`config.mk`:
```
export PLATFORM = sky130hd
export DESIGN_NAME = in_debounce_flat
export DESIGN_NICKNAME = d
export VERILOG_FILES = /design/src/rtl/in_debounce_if.sv /design/src/rtl/in_debounce.sv /design/src/flat_wrapper.sv
export SDC_FILE = /design/constraint.sdc
export NUM_CORES = 1
export LEC_CHECK = 0
export ABC_AREA = 1
export CAP_MARGIN = 0
export CELL_PAD_IN_SITES_DETAIL_PLACEMENT = 0
export CELL_PAD_IN_SITES_GLOBAL_PLACEMENT = 1
export CORE_ASPECT_RATIO = 1.25
export CORE_MARGIN = 5
export CORE_UTILIZATION = 30
export CTS_BUF_LIST = sky130_fd_sc_hd__clkbuf_2
export CTS_CLUSTER_DIAMETER = 40
export DETAILED_ROUTE_END_ITERATION = 8
export PLACE_DENSITY_LB_ADDON = 0.15
export SYNTH_ARGS = -nofsm -noshare
export SYNTH_HDL_FRONTEND = slang
export SYNTH_SLANG_ARGS = --single-unit
```
`constraint.sdc`:
```
create_clock -name clk -period 1.55 [get_ports clk]
set_input_delay 0.31 -clock clk [delete_from_list [all_inputs] [get_ports clk]]
set_output_delay 0.31 -clock clk [all_outputs]
set_load 0.05 [all_outputs]
```
`src/rtl/in_debounce_if.sv`:
```
// rtl/in_debounce_if.sv - control and status bundle for the in_debounce input conditioner
interface in_debounce_if #(
  parameter int EVT_W = 8
);
  logic             ena;
  logic             din;
  logic             clr;
  logic             clean;
  logic             rise;
  logic             fall;
  logic             stable;
  logic [EVT_W-1:0] evt_count;

  modport master (
    output ena, din, clr,
    input  clean, rise, fall, stable, evt_count
  );

  modport slave (
    input  ena, din, clr,
    output clean, rise, fall, stable, evt_count
  );
endinterface

```
`src/rtl/in_debounce.sv`:
```
// rtl/in_debounce.sv - pad synchroniser, hold-time debouncer, edge pulses and rise event counter
module in_debounce #(
  parameter int DEBOUNCE_CYCLES = 4,
  parameter int CNT_W           = 16,
  parameter int EVT_W           = 8
) (
  input logic         clk,
  input logic         rst_n,
  in_debounce_if.slave bus
);

  typedef enum logic [1:0] {
    IDLE_LO = 2'd0,
    WAIT_HI = 2'd1,
    IDLE_HI = 2'd2,
    WAIT_LO = 2'd3
  } state_t;

  localparam logic [CNT_W-1:0] CNT_LAST = CNT_W'(DEBOUNCE_CYCLES - 1);
  localparam logic [CNT_W-1:0] CNT_ONE  = CNT_W'(1);

  state_t           state;
  logic [CNT_W-1:0] cnt;
  logic             s1, s2;
  logic             clean_q, rise_q, fall_q, stable_q;
  logic [EVT_W-1:0] evt_q;

  // The synchroniser is never gated so the held FSM resumes on a fresh level.
  always_ff @(posedge clk or negedge rst_n) begin
    if (!rst_n) begin
      s1 <= 1'b0;
      s2 <= 1'b0;
    end else begin
      s1 <= bus.din;
      s2 <= s1;
    end
  end

  always_ff @(posedge clk or negedge rst_n) begin
    if (!rst_n) begin
      state    <= IDLE_LO;
      cnt      <= '0;
      clean_q  <= 1'b0;
      rise_q   <= 1'b0;
      fall_q   <= 1'b0;
      stable_q <= 1'b1;
    end else begin
      rise_q <= 1'b0;
      fall_q <= 1'b0;
      if (bus.ena) begin
        case (state)
          IDLE_LO: begin
            if (s2) begin
              state    <= WAIT_HI;
              cnt      <= CNT_ONE;
              stable_q <= 1'b0;
            end else begin
              cnt <= '0;
            end
          end
          WAIT_HI: begin
            if (!s2) begin
              state    <= IDLE_LO;
              cnt      <= '0;
              stable_q <= 1'b1;
            end else if (cnt == CNT_LAST) begin
              state    <= IDLE_HI;
              cnt      <= '0;
              clean_q  <= 1'b1;
              rise_q   <= 1'b1;
              stable_q <= 1'b1;
            end else begin
              cnt <= cnt + CNT_ONE;
            end
          end
          IDLE_HI: begin
            if (!s2) begin
              state    <= WAIT_LO;
              cnt      <= CNT_ONE;
              stable_q <= 1'b0;
            end else begin
              cnt <= '0;
            end
          end
          WAIT_LO: begin
            if (s2) begin
              state    <= IDLE_HI;
              cnt      <= '0;
              stable_q <= 1'b1;
            end else if (cnt == CNT_LAST) begin
              state    <= IDLE_LO;
              cnt      <= '0;
              clean_q  <= 1'b0;
              fall_q   <= 1'b1;
              stable_q <= 1'b1;
            end else begin
              cnt <= cnt + CNT_ONE;
            end
          end
          default: begin
            state    <= IDLE_LO;
            cnt      <= '0;
            clean_q  <= 1'b0;
            stable_q <= 1'b1;
          end
        endcase
      end
    end
  end

  // Counts the registered rise pulse, so it trails rise by one edge; clear dominates.
  always_ff @(posedge clk or negedge rst_n) begin
    if (!rst_n) begin
      evt_q <= '0;
    end else if (bus.clr) begin
      evt_q <= '0;
    end else if (bus.ena && rise_q) begin
      evt_q <= evt_q + EVT_W'(1);
    end
  end

  assign bus.clean     = clean_q;
  assign bus.rise      = rise_q;
  assign bus.fall      = fall_q;
  assign bus.stable    = stable_q;
  assign bus.evt_count = evt_q;

endmodule
```
`src/flat_wrapper.sv`:
```
// flat-port wrapper written by rule: the top's interface ports become plain ports
module in_debounce_flat 
#(
  parameter int DEBOUNCE_CYCLES = 4,
  parameter int CNT_W           = 16,
  parameter int EVT_W           = 8
)
  (clk, rst_n, bus_ena, bus_din, bus_clr, bus_clean, bus_rise, bus_fall, bus_stable, bus_evt_count);
  in_debounce_if #(.EVT_W(EVT_W)) bus_i ();
  input logic clk;
  input logic rst_n;
  input wire logic [$bits(bus_i.ena)-1:0] bus_ena;
  input wire logic [$bits(bus_i.din)-1:0] bus_din;
  input wire logic [$bits(bus_i.clr)-1:0] bus_clr;
  output wire logic [$bits(bus_i.clean)-1:0] bus_clean;
  output wire logic [$bits(bus_i.rise)-1:0] bus_rise;
  output wire logic [$bits(bus_i.fall)-1:0] bus_fall;
  output wire logic [$bits(bus_i.stable)-1:0] bus_stable;
  output wire logic [$bits(bus_i.evt_count)-1:0] bus_evt_count;
  assign bus_i.ena = bus_ena;
  assign bus_i.din = bus_din;
  assign bus_i.clr = bus_clr;
  assign bus_clean = bus_i.clean;
  assign bus_rise = bus_i.rise;
  assign bus_fall = bus_i.fall;
  assign bus_stable = bus_i.stable;
  assign bus_evt_count = bus_i.evt_count;
  in_debounce #(.DEBOUNCE_CYCLES(DEBOUNCE_CYCLES), .CNT_W(CNT_W), .EVT_W(EVT_W)) u_core (.clk(clk), .rst_n(rst_n), .bus(bus_i));
endmodule
```
* Yosys cells after proc, flatten, opt, wreduce, memory -nomap -nowiden
Index checks and enable logic that the tools add are counted.
Storage, ports and cells: register bits 32, input port bits 5, output and inout bits 12, word-level logic and storage cells 63
Cells by class: add/sub/neg operators 2, equality and inequality tests 12, muxes and demuxes 33, reductions and logical operators 7
Operators by type and width (number):
- $pmux W16 S4 | 1
- $mux W16 | 3
- $mux W1 | 18
- $add A16 B1 Y16 const B | 1
- $eq A16 B2 Y1 const B | 1
- $mux W8 | 2
- $mux W2 | 6
- $add A8 B1 Y8 const B | 1
- $ne A2 B1 Y1 const B | 4
- $pmux W2 S4 | 1
- $reduce_and A6 Y1 | 1
- $reduce_and A5 Y1 | 1
- $eq A2 B2 Y1 const B | 2
- $ne A2 B2 Y1 const B | 2
- $pmux W1 S4 | 1
- $reduce_bool A2 Y1 | 2
- $ne A3 B1 Y1 const B | 1
- $ne A3 B3 Y1 const B | 1
- $reduce_and A3 Y1 | 1
- $eq A2 B1 Y1 const B | 1
- $logic_not A2 Y1 | 1
- $pmux W1 S2 | 1
- $logic_and A1 B1 Y1 | 1

* Logic depth before layout (Yosys ltp)
depth in word-level cells 5, mapped depth 9, gate-level depth less buffers 8

* Worst setup path after synthesis
OpenSTA, ideal clock, no wires.
path kind register -> register, start point register u_core.evt_q[0], in the netlist u_core.bus.evt_count[0], end point register u_core.evt_q[6], in the netlist u_core.bus.evt_count[6], setup time 0.123 ns, arrival time 1.523 ns, data required time 1.427 ns, path slack -0.096 ns, stages on the path, launching flop included 9, buffers on the path 0, period minus slack after synthesis 1.646 ns, path through dfrtp_1 ha_1 inv_1 nor3_2 nand2_1 nor2_1 nand3_1 nand2_1 a21oi_1
On the way: word-level cells in the longest chain between the ends 3
Ends and longest elaborated chain:
- start, declared | RTL line in_debounce.sv:26 | logic [EVT_W-1:0] evt_q;
- start signal, assigned | RTL line in_debounce.sv:118 | evt_q <= evt_q + EVT_W'(1);
- $add A8 B1 Y8 | RTL line in_debounce.sv:118
- $mux W8 | RTL line in_debounce.sv:117 | end else if (bus.ena && rise_q) begin
- $mux W8 | RTL line in_debounce.sv:115 | end else if (bus.clr) begin
No other way between the ends. The select of a mux whose other input is x is not followed. A chain may end at the register's enable or synchronous reset.

* Worst setup path after layout
start point register u_core.cnt[1], end point register u_core.clean_q, in the netlist u_core.bus.clean
On the way: word-level cells in the longest chain between the ends 3
Ends and longest elaborated chain:
- start, declared | RTL line in_debounce.sv:23 | logic [CNT_W-1:0] cnt;
- start signal, assigned | RTL line in_debounce.sv:73 | cnt <= cnt + CNT_ONE;
- start signal, assigned | RTL line in_debounce.sv:97 | cnt <= cnt + CNT_ONE;
- $eq A16 B2 Y1 * | RTL line in_debounce.sv:66, in_debounce.sv:90
- $ne A2 B1 Y1 (no line)
- $reduce_and A6 Y1 (no line) *
- end signal, assigned | RTL line in_debounce.sv:69 | clean_q <= 1'b1;
- end signal, assigned | RTL line in_debounce.sv:93 | clean_q <= 1'b0;
- end signal, assigned | RTL line in_debounce.sv:103 | clean_q <= 1'b0;
- end, declared | RTL line in_debounce.sv:25 | logic clean_q, rise_q, fall_q, stable_q;
Every way passes the cells marked *; elsewhere a longest branch is shown, timed or not.

==> flow_metrics.tcl <==
set metrics [dict create \
    grt_pass1_wl_um 7260 \
    r2r_end "u_core.bus.clean" \
    fmax_ghz 0.705 \
    cpLargestDelayFamily "simple AND/OR/NAND/NOR gates" \
    powerDensity_nw_per_um2 1080 \
    critPathMaxFanout 6 \
    synth_top_area_share 0.445 \
    vias 1507 \
    max_stage_delay_ns 0.40 \
    startpoint_type "flip-flop" \
    area_growth_pct 30.0 \
    reg2reg_depth 8 \
    synth_seq_cells 32 \
    die_area_um2 7450 \
    crit_required_ns 1.84 \
    core_area_um2 5740 \
    finalPower_mw 2.45 \
    overflow 0 \
    dieHeight_um 95.3 \
    endpoint_kind "flip-flop" \
    yosys_most_used_dff "dfrtp_1" \
    min_path_type "input pin to asynchronous set/reset pin" \
    via_per_inst 4.74 \
    fp-row-count 31 \
    drc 0 \
    synth_edf_count 0 \
    gp_congestion 0.746 \
    cp_num_buf_inv 1 \
    antenna_found_initial 0 \
    cp_common_cell "nand2_1" \
    path_clk_slew_ns 0.19 \
    detailed_place_hpwl_um 3070 \
    yosysUniqueCellTypes 29 \
    synth_area_leader_cell "dfrtp_1" \
    initial_core_util 0.304 \
    p_leak_nw 1.00 \
    cts_buffers 5 \
    pin_count 17 \
    path_cells "ha_1, nand2_1, nor2_1, nand2_4, nor3_2, nand2_1, o21ai_1, inv_1" \
    wirelength_um 4070 \
    portBuffers 16 \
    grt_pass1_vias 1553 \
    place_ws_ns -0.149 \
    dr.first_iter.drc_count 46 \
    dr.pass1.iters 4 \
    clock_skew_ns 0.00973 \
    cts_tree "done" \
    critPathKind "flip-flop to flip-flop" \
    cp.arrival_ns 1.71 \
    routedWlPerCell_um 12.8 \
    synthMostInstantiatedCell "nand2_1" \
    setup_viol 0 \
    grt_setup_unrepaired "no" \
    cap_violations 0 \
    drv_slew 0 \
    layout_setup_ws_ns 0.132 \
    netlist_instances 219 \
    grt_max_degree 33 \
    synth_area_leaders "dfrtp_1, nand2_1, inv_1, nor2_1, nand3_1" \
    crit_start "u_core.cnt[1]" \
    yosys-top-cells-count "nand2_1, dfrtp_1, inv_1" \
    slew_headroom 0.821 \
    clk_latency_ns 0.38 \
    syn_nets 226 \
    syn_area_per_cell_um2 7.96 \
    status "complete, no violations" \
    rr_startpoint "u_core.cnt[1]" \
    yosys_warnings 0 \
    floorplan.die.width_um 78.2 \
    cts.sinks 32 \
    finalHoldViolCount 0 \
    vdd_drop_max_mv 0.338 \
    nFillCells 602 \
    cts_root_buf "clkbuf_2" \
    hold_buffers 0 \
    post-route-period-util 0.915 \
    synthArstFlopShare 1.00 \
    cts_htree_levels 2 \
    tightest_slew_ns 0.268 \
    num-nets-final 258 \
    ys_seq_area_frac 0.460 \
    crit_slowest_cell "dfrtp_1" \
    syn_area_um2 1740 \
    grtUsageTotal 0.125 \
    n_antenna_cell 0 \
    cts.path.max_buffers 2 \
    fin_crit_ns 1.42 \
    drtAntennaViolNets 0 \
    drive_gt1_frac 0.210 \
    r2r_setup_slack_ns 0.13 \
]
## what timing repair did
action,CTS,global route
buffers inserted,0,0
endpoints found under the setup margin,0,1
hold endpoints to repair,0,0
gates resized for setup,0,1
## worst max-delay path by stage
stage | to | cells past startpoint
final | u_core.bus.clean | 8
after global routing | u_core.bus.evt_count[6] | 8
after CTS | bus_stable | 1
after detailed placement | u_core.bus.evt_count[6] | 8
after global placement | u_core.bus.evt_count[6] | 8
after floorplan | u_core.bus.evt_count[6] | 7
## through the flow
| step | TNS (ns) | instance area, um^2 | util | hold WS [ns] | std cells |
|---|---|---|---|---|---|
| 6_report | 0 | 2270 | 0.395 | 0.260 | 318 |
| 5_1_grt | 0 | 2270 | 0.395 | 0.244 | 318 |
| 4_1_cts | 0 | 2260 | 0.394 | 0.237 | 318 |
| 3_5_place_dp | -0.494 | 2200 | 0.383 | 0.340 | 310 |
| 3_3_place_gp | -0.445 | 2200 | 0.383 | 0.343 | 310 |
| 2_1_floorplan | 0 | 1750 | - | 0.0144 | 219 |
## per-layer routing
metal  GRT usage  up-vias  wire [um]
li1            -      776          -
met4      0.0481        0         65
met1       0.152      706       1860
met3      0.0312        7        146
met2       0.212       18       2000
met5           0        -          0
## cells by family after synthesis
group / after synthesis / synth area share
AO/OA/AOI/OAI: 34 / 0.102
XOR/XNOR: 7 / 0.0352
adder cells (fa/ha/maj): 2 / 0.0143
buffers and inverters: 30 / 0.0682
flip-flops: 32 / 0.460
AND/OR/NAND/NOR: 114 / 0.321
## power by group
part           total [mW]  internal (mW)  switching, mW
Sequential           1.05          0.942          0.108
Clock               0.575          0.263          0.312
Combinational       0.825          0.355          0.471
## placed cells by master (no fill, tap or decap), types with 2 or more instances in the layout
cell type and n:
ha_1 2, nor4_1 2, nand2_2 2, o21ai_1 13
nand2_1 51, xor2_1 6, clkbuf_2 5, clkinv_1 4
buf_12 13, nor2_2 5, dfrtp_2 3, a21oi_1 12
o22ai_1 3, nand3_1 16, nand4_1 3, clkdlybuf4s50_1 4
dfrtp_1 28, buf_4 12, nor3_1 2, o21ai_0 4
nor2_4 2, nand2_4 2, inv_1 24, nor2_1 22
nor3_2 3, nand3_2 3
## sequential cells by signal, indices dropped and copies added (netlist names), named ones only
| signal | cells |
|---|---|
| u_core.bus.fall | 1 |
| u_core.state | 1 |
| u_core.bus.stable | 1 |
| u_core.bus.clean | 1 |
| u_core.s2 | 1 |
| u_core.cnt | 16 |
| u_core.bus.rise | 1 |
| u_core.bus.evt_count | 8 |
| u_core.s1 | 1 |
## area by class of cell
| type | count | area, um^2 | share of cell area |
|---|---|---|---|
| multi-input cells | 157 | 828 | 0.365 |
| flip-flops and latches | 32 | 806 | 0.355 |
| repair buffers | 29 | 390 | 0.172 |
| inverters | 26 | 97.6 | 0.0430 |
| well taps | 66 | 82.6 | 0.0364 |
| clock inverters | 3 | 37.5 | 0.0166 |
| clock buffers | 5 | 25.0 | 0.0110 |
Note: power is estimated with default switching activity, not from simulation.
==> edit 1, RTL diff (same flow settings) <==
`CNT_W` is set to 16 in 2 places; all go to 32.
--- a/src/rtl/in_debounce.sv
+++ b/src/rtl/in_debounce.sv
@@ -1,7 +1,7 @@
 // rtl/in_debounce.sv - pad synchroniser, hold-time debouncer, edge pulses and rise event counter
 module in_debounce #(
   parameter int DEBOUNCE_CYCLES = 4,
-  parameter int CNT_W           = 16,
+  parameter int CNT_W           = 32,
   parameter int EVT_W           = 8
 ) (
   input logic         clk,
--- a/src/flat_wrapper.sv
+++ b/src/flat_wrapper.sv
@@ -2,7 +2,7 @@
 module in_debounce_flat 
 #(
   parameter int DEBOUNCE_CYCLES = 4,
-  parameter int CNT_W           = 16,
+  parameter int CNT_W           = 32,
   parameter int EVT_W           = 8
 )
   (clk, rst_n, bus_ena, bus_din, bus_clr, bus_clean, bus_rise, bus_fall, bus_stable, bus_evt_count);
Check against the original RTL: same outputs for any inputs over 10 cycles, from zero or initial values and one cycle with rst_n low; that may be too few to reach the edited logic, so the function may still have changed.
==> edit 1 against the original RTL <==
Core utilization increased by 2.8 points; worst setup slack got worse by 0.15 ns; wire length increased by 120%; count of clock-buffer cells in the layout unchanged; cell area increased by 89%; sequential cell count increased by 16; the run now ends with negative setup slack left; power increased by 25%; largest cell class unchanged; largest power group unchanged; synthesized area increased by 77%; critical path type is now flop to output port.
==> edit 1: results (changes against the original RTL) <==
stage,metric,value,unit,change
status,outcome,"complete, but fails checks",,was finished clean
status,violations,negative setup slack,,
layout,largest_reg_flops,32,,was 16
grt,grt_start_max_net_pins,20,,was 33
grt,grt_pass1_wl,14600,um,was 7260 um
sta,slew_headroom,78.0,%,was 82.1%
setup_path,max_stage_delay,0.63,ns,was 0.40 ns
sta,hold_slack,0.137,ns,was 0.260 ns
sta,layout_setup_ws,-0.0185,ns,was 0.132 ns
synth,synth_ff_type,dfrtp_1,,unchanged
place,dp.cells,640,,was 310
setup_path,slowest_stage,dfstp_2,,was dfrtp_1
power,ir_drop,318,uV,was 338 uV
setup_path,crit_path_start,u_core.bus.stable$_DFFE_PN1P_,,was u_core.cnt[1]$_DFFE_PN0P_
place,placed_cell_area,0.00393,mm2,was 0.00220 mm2
setup_path,r2r-end,u_core.cnt[13]$_DFFE_PN0P_,,was u_core.bus.clean$_DFFE_PN0P_
layout,drive_above_1_share,32.5,%,was 21.0%
clock_tree,clkLatencyLatePin,0.49,ns,was 0.38 ns
layout,nets,538,,was 258
routing,route.met3.wl,217,um,was 146 um
grt,grtUsageMet1,18.0,%,was 15.2%
sta,clock_skew,0.0239,ns,was 0.00973 ns
setup_path,ff2ff_path_depth,9,,was 8
routing,wl_met1,3880,um,was 1860 um
synth,synth_area_leaders,"dfrtp_1 38%, nand2_1 20%, o22ai_2 6.9%",,"was dfrtp_1 44%, nand2_1 11%, inv_1 5.2%"
clock_tree,clk_pin_slew_worst_paths,0.29,ns,was 0.19 ns
setup_path,critPathMaxFanout,2,,was 6
power,p_leak,1.96,nW,was 1.00 nW
grt,grt_use_total,15.3,%,was 12.5%
synth,synthTopCellsByCount,"164 x nand2_1, 54 x inv_1, 50 x nor2_1, 47 x dfrtp_1, 26 x nand3_1",,"was 51 x nand2_1, 31 x dfrtp_1, 24 x inv_1, 22 x nor2_1, 16 x nand3_1"
place,place_ws,-0.0826,ns,was -0.149 ns
grt,grt_use_met2,28.2,%,was 21.2%
clock_tree,cts_resized,28,,was 0
setup_path,crit_arrival,1.26,ns,was 1.71 ns
setup_path,timing.rr.start,u_core.cnt[0]$_DFFE_PN0P_,,was u_core.cnt[1]$_DFFE_PN0P_
place,gp_congestion,0.811,,was 0.746
clock_tree,post_cts_buffers,1,,was 0
sta,finalSetupViolations,11,,was 0
layout,finalNonFillerCells,661,,was 318
setup_path,critPathTopFamily,flip-flops,,was simple AND/OR/NAND/NOR gates
routing,wl_met2,4610,um,was 2000 um
synth,synthesis.instances,439,,was 219
grt,first_global_vias,2932,,"was 1,553"
grt,use_met3,2.30,%,was 3.12%
synth,syn_nets,446,,was 226
synth,ys_types,28,,was 29
place,dp.final_hpwl,7000,um,was 3070 um
routing,wl,8890,um,was 4070 um
synth,seq_area_frac_synth,38.8,%,was 46.0%
layout,n_antenna_cell,0,,unchanged
routing,dr.first_iter.drc_count,109,,was 46
-- edit 1: cells by family after synthesis --
group	count (synthesis)	synth area share (%)
AO/OA/AOI/OAI	52	13.0
flip-flops	48	38.8
adder cells (fa/ha/maj)	2	0.808
AND/OR/NAND/NOR	266	36.6
buffers and inverters	63	8.49
XOR/XNOR	8	2.26
-- edit 1: layout make-up --
| cell class | instances | area [um2] |
|---|---|---|
| clock inverter | 3 | 23.8 |
| sequential | 48 | 1210 |
| timing repair buffer | 90 | 858 |
| fill | 1054 | 5830 |
| tap | 129 | 161 |
| inverter | 58 | 218 |
| clock buffer | 5 | 25.0 |
| multi-input combinational | 328 | 1780 |
-- edit 1: power by group --
part / internal (mW) / total (mW) / switching, mW
Clock: 0.112 / 0.597 / 0.485
Sequential: 1.34 / 1.42 / 0.0819
Combinational: 0.492 / 1.05 / 0.558
Total: 1.95 / 3.07 / 1.13
==> edit 2, RTL diff (same flow settings) <==
Made on the original files. Encoding of `state_t`: now one-hot (4 bits for 4 states).
--- a/src/rtl/in_debounce.sv
+++ b/src/rtl/in_debounce.sv
@@ -9,11 +9,11 @@
   in_debounce_if.slave bus
 );
 
-  typedef enum logic [1:0] {
-    IDLE_LO = 2'd0,
-    WAIT_HI = 2'd1,
-    IDLE_HI = 2'd2,
-    WAIT_LO = 2'd3
+  typedef enum logic [3:0] {
+    IDLE_LO = 4'b0001,
+    WAIT_HI = 4'b0010,
+    IDLE_HI = 4'b0100,
+    WAIT_LO = 4'b1000
   } state_t;
 
   localparam logic [CNT_W-1:0] CNT_LAST = CNT_W'(DEBOUNCE_CYCLES - 1);
Behaviour: no difference found for any inputs over 10 cycles, from zero or initial values and one cycle with rst_n low; not proved beyond that.
==> edit 2 against the original RTL <==
Clock power fell by 26%; hold slack improved by 0.11 ns; cell count rose by 32%; sequential cell count rose by 2; worst setup slack got worse by 0.046 ns; power rose by 2.4%; cell area rose by 19%; critical path depth rose by 1; synthesized area rose by 15%; wire length rose by 20%; critical endpoint is now u_core.cnt[2]$_DFFE_PN0P_.
==> edit 2: results (changes against the original RTL) <==
stage,metric,value,unit,change
routing,drt_first_pass_iters,5,,was 4
synth,synthAdderAreaFrac,1.25,%,was 1.43%
grt,grt_use_total,12.3,%,was 12.5%
hold_path,hold_path.class,input port to flop,,was input port to async pin
sta,tightestPinTransition,0.453,ns,was 0.268 ns
status,outcome,finished clean,,unchanged
synth,synth_xor_area_share,2.19,%,was 3.52%
setup_path,crit_path_end,u_core.cnt[2]$_DFFE_PN0P_,,was u_core.bus.clean$_DFFE_PN0P_
setup_path,crit_arrival,1.74,ns,was 1.71 ns
place,dp.cells,410,,was 310
grt,grt_start_max_net_pins,19,,was 33
synth,synth_area_leaders,"dfrtp_1 40%, nand2_1 18%, nor2_1 7.1%",,"was dfrtp_1 44%, nand2_1 11%, inv_1 5.2%"
place,placed_cell_area,0.00257,mm2,was 0.00220 mm2
place,dp.final_hpwl,3850,um,was 3070 um
layout,multi_input_cells,213,,was 157
setup_path,ff2ff_path_depth,9,,was 8
synth,synth_compound_area_share,10.3,%,was 10.2%
grt,grt_use_met2,21.9,%,was 21.2%
power,power_density,929,mW/mm2,was 1080 mW/mm2
sta,hold_slack,0.374,ns,was 0.260 ns
power,powerClk,0.427,mW,was 0.575 mW
power,p_leak,1.26,nW,was 1.00 nW
routing,wl_per_cell,11.6,um,was 12.8 um
power,internal_power,1.50,mW,was 1.56 mW
layout,area_growth,35.2,%,was 30.0%
power,ir_drop,367,uV,was 338 uV
place,place_ws,-0.178,ns,was -0.149 ns
setup_path,crit_path_start,u_core.state[0]$_DFFE_PN1P_,,was u_core.cnt[1]$_DFFE_PN0P_
## edit 2: changes by cell type after synthesis, moves of 5 or more
cell     delta
nand2_1    +46
nor2_1     +16
o21ai_0    +13
o21ai_1    -11
inv_1      +10
o21ai_2     +7
a21oi_1     -5
## edit 2: timing repair
action                                 4_1_cts  5_1_grt
setup buffers                                1        2
endpoints found under the hold margin       15        0
hold buffers                                 1        0
pin swaps                                    0        3
setup endpoints to repair                    2       22
gates resized for setup                      2       25
## edit 2: logic make-up after synthesis
family,count (synthesis)
AO/OA/AOI/OAI,35
adder cells (fa/ha/maj),2
XOR/XNOR,5
buffers and inverters,36
flip-flops,34
AND/OR/NAND/NOR,171
## edit 2: worst register-to-register path: stages, from the launching register on
cell and delay, ns:
dfstp_2 0.65, inv_2 0.06, nand2_2 0.07, nor2_1 0.06
nor2_1 0.18, nand2_1 0.09, nand2_1 0.10, nor2_4 0.06
nand2_1 0.06, nand2_1 0.05
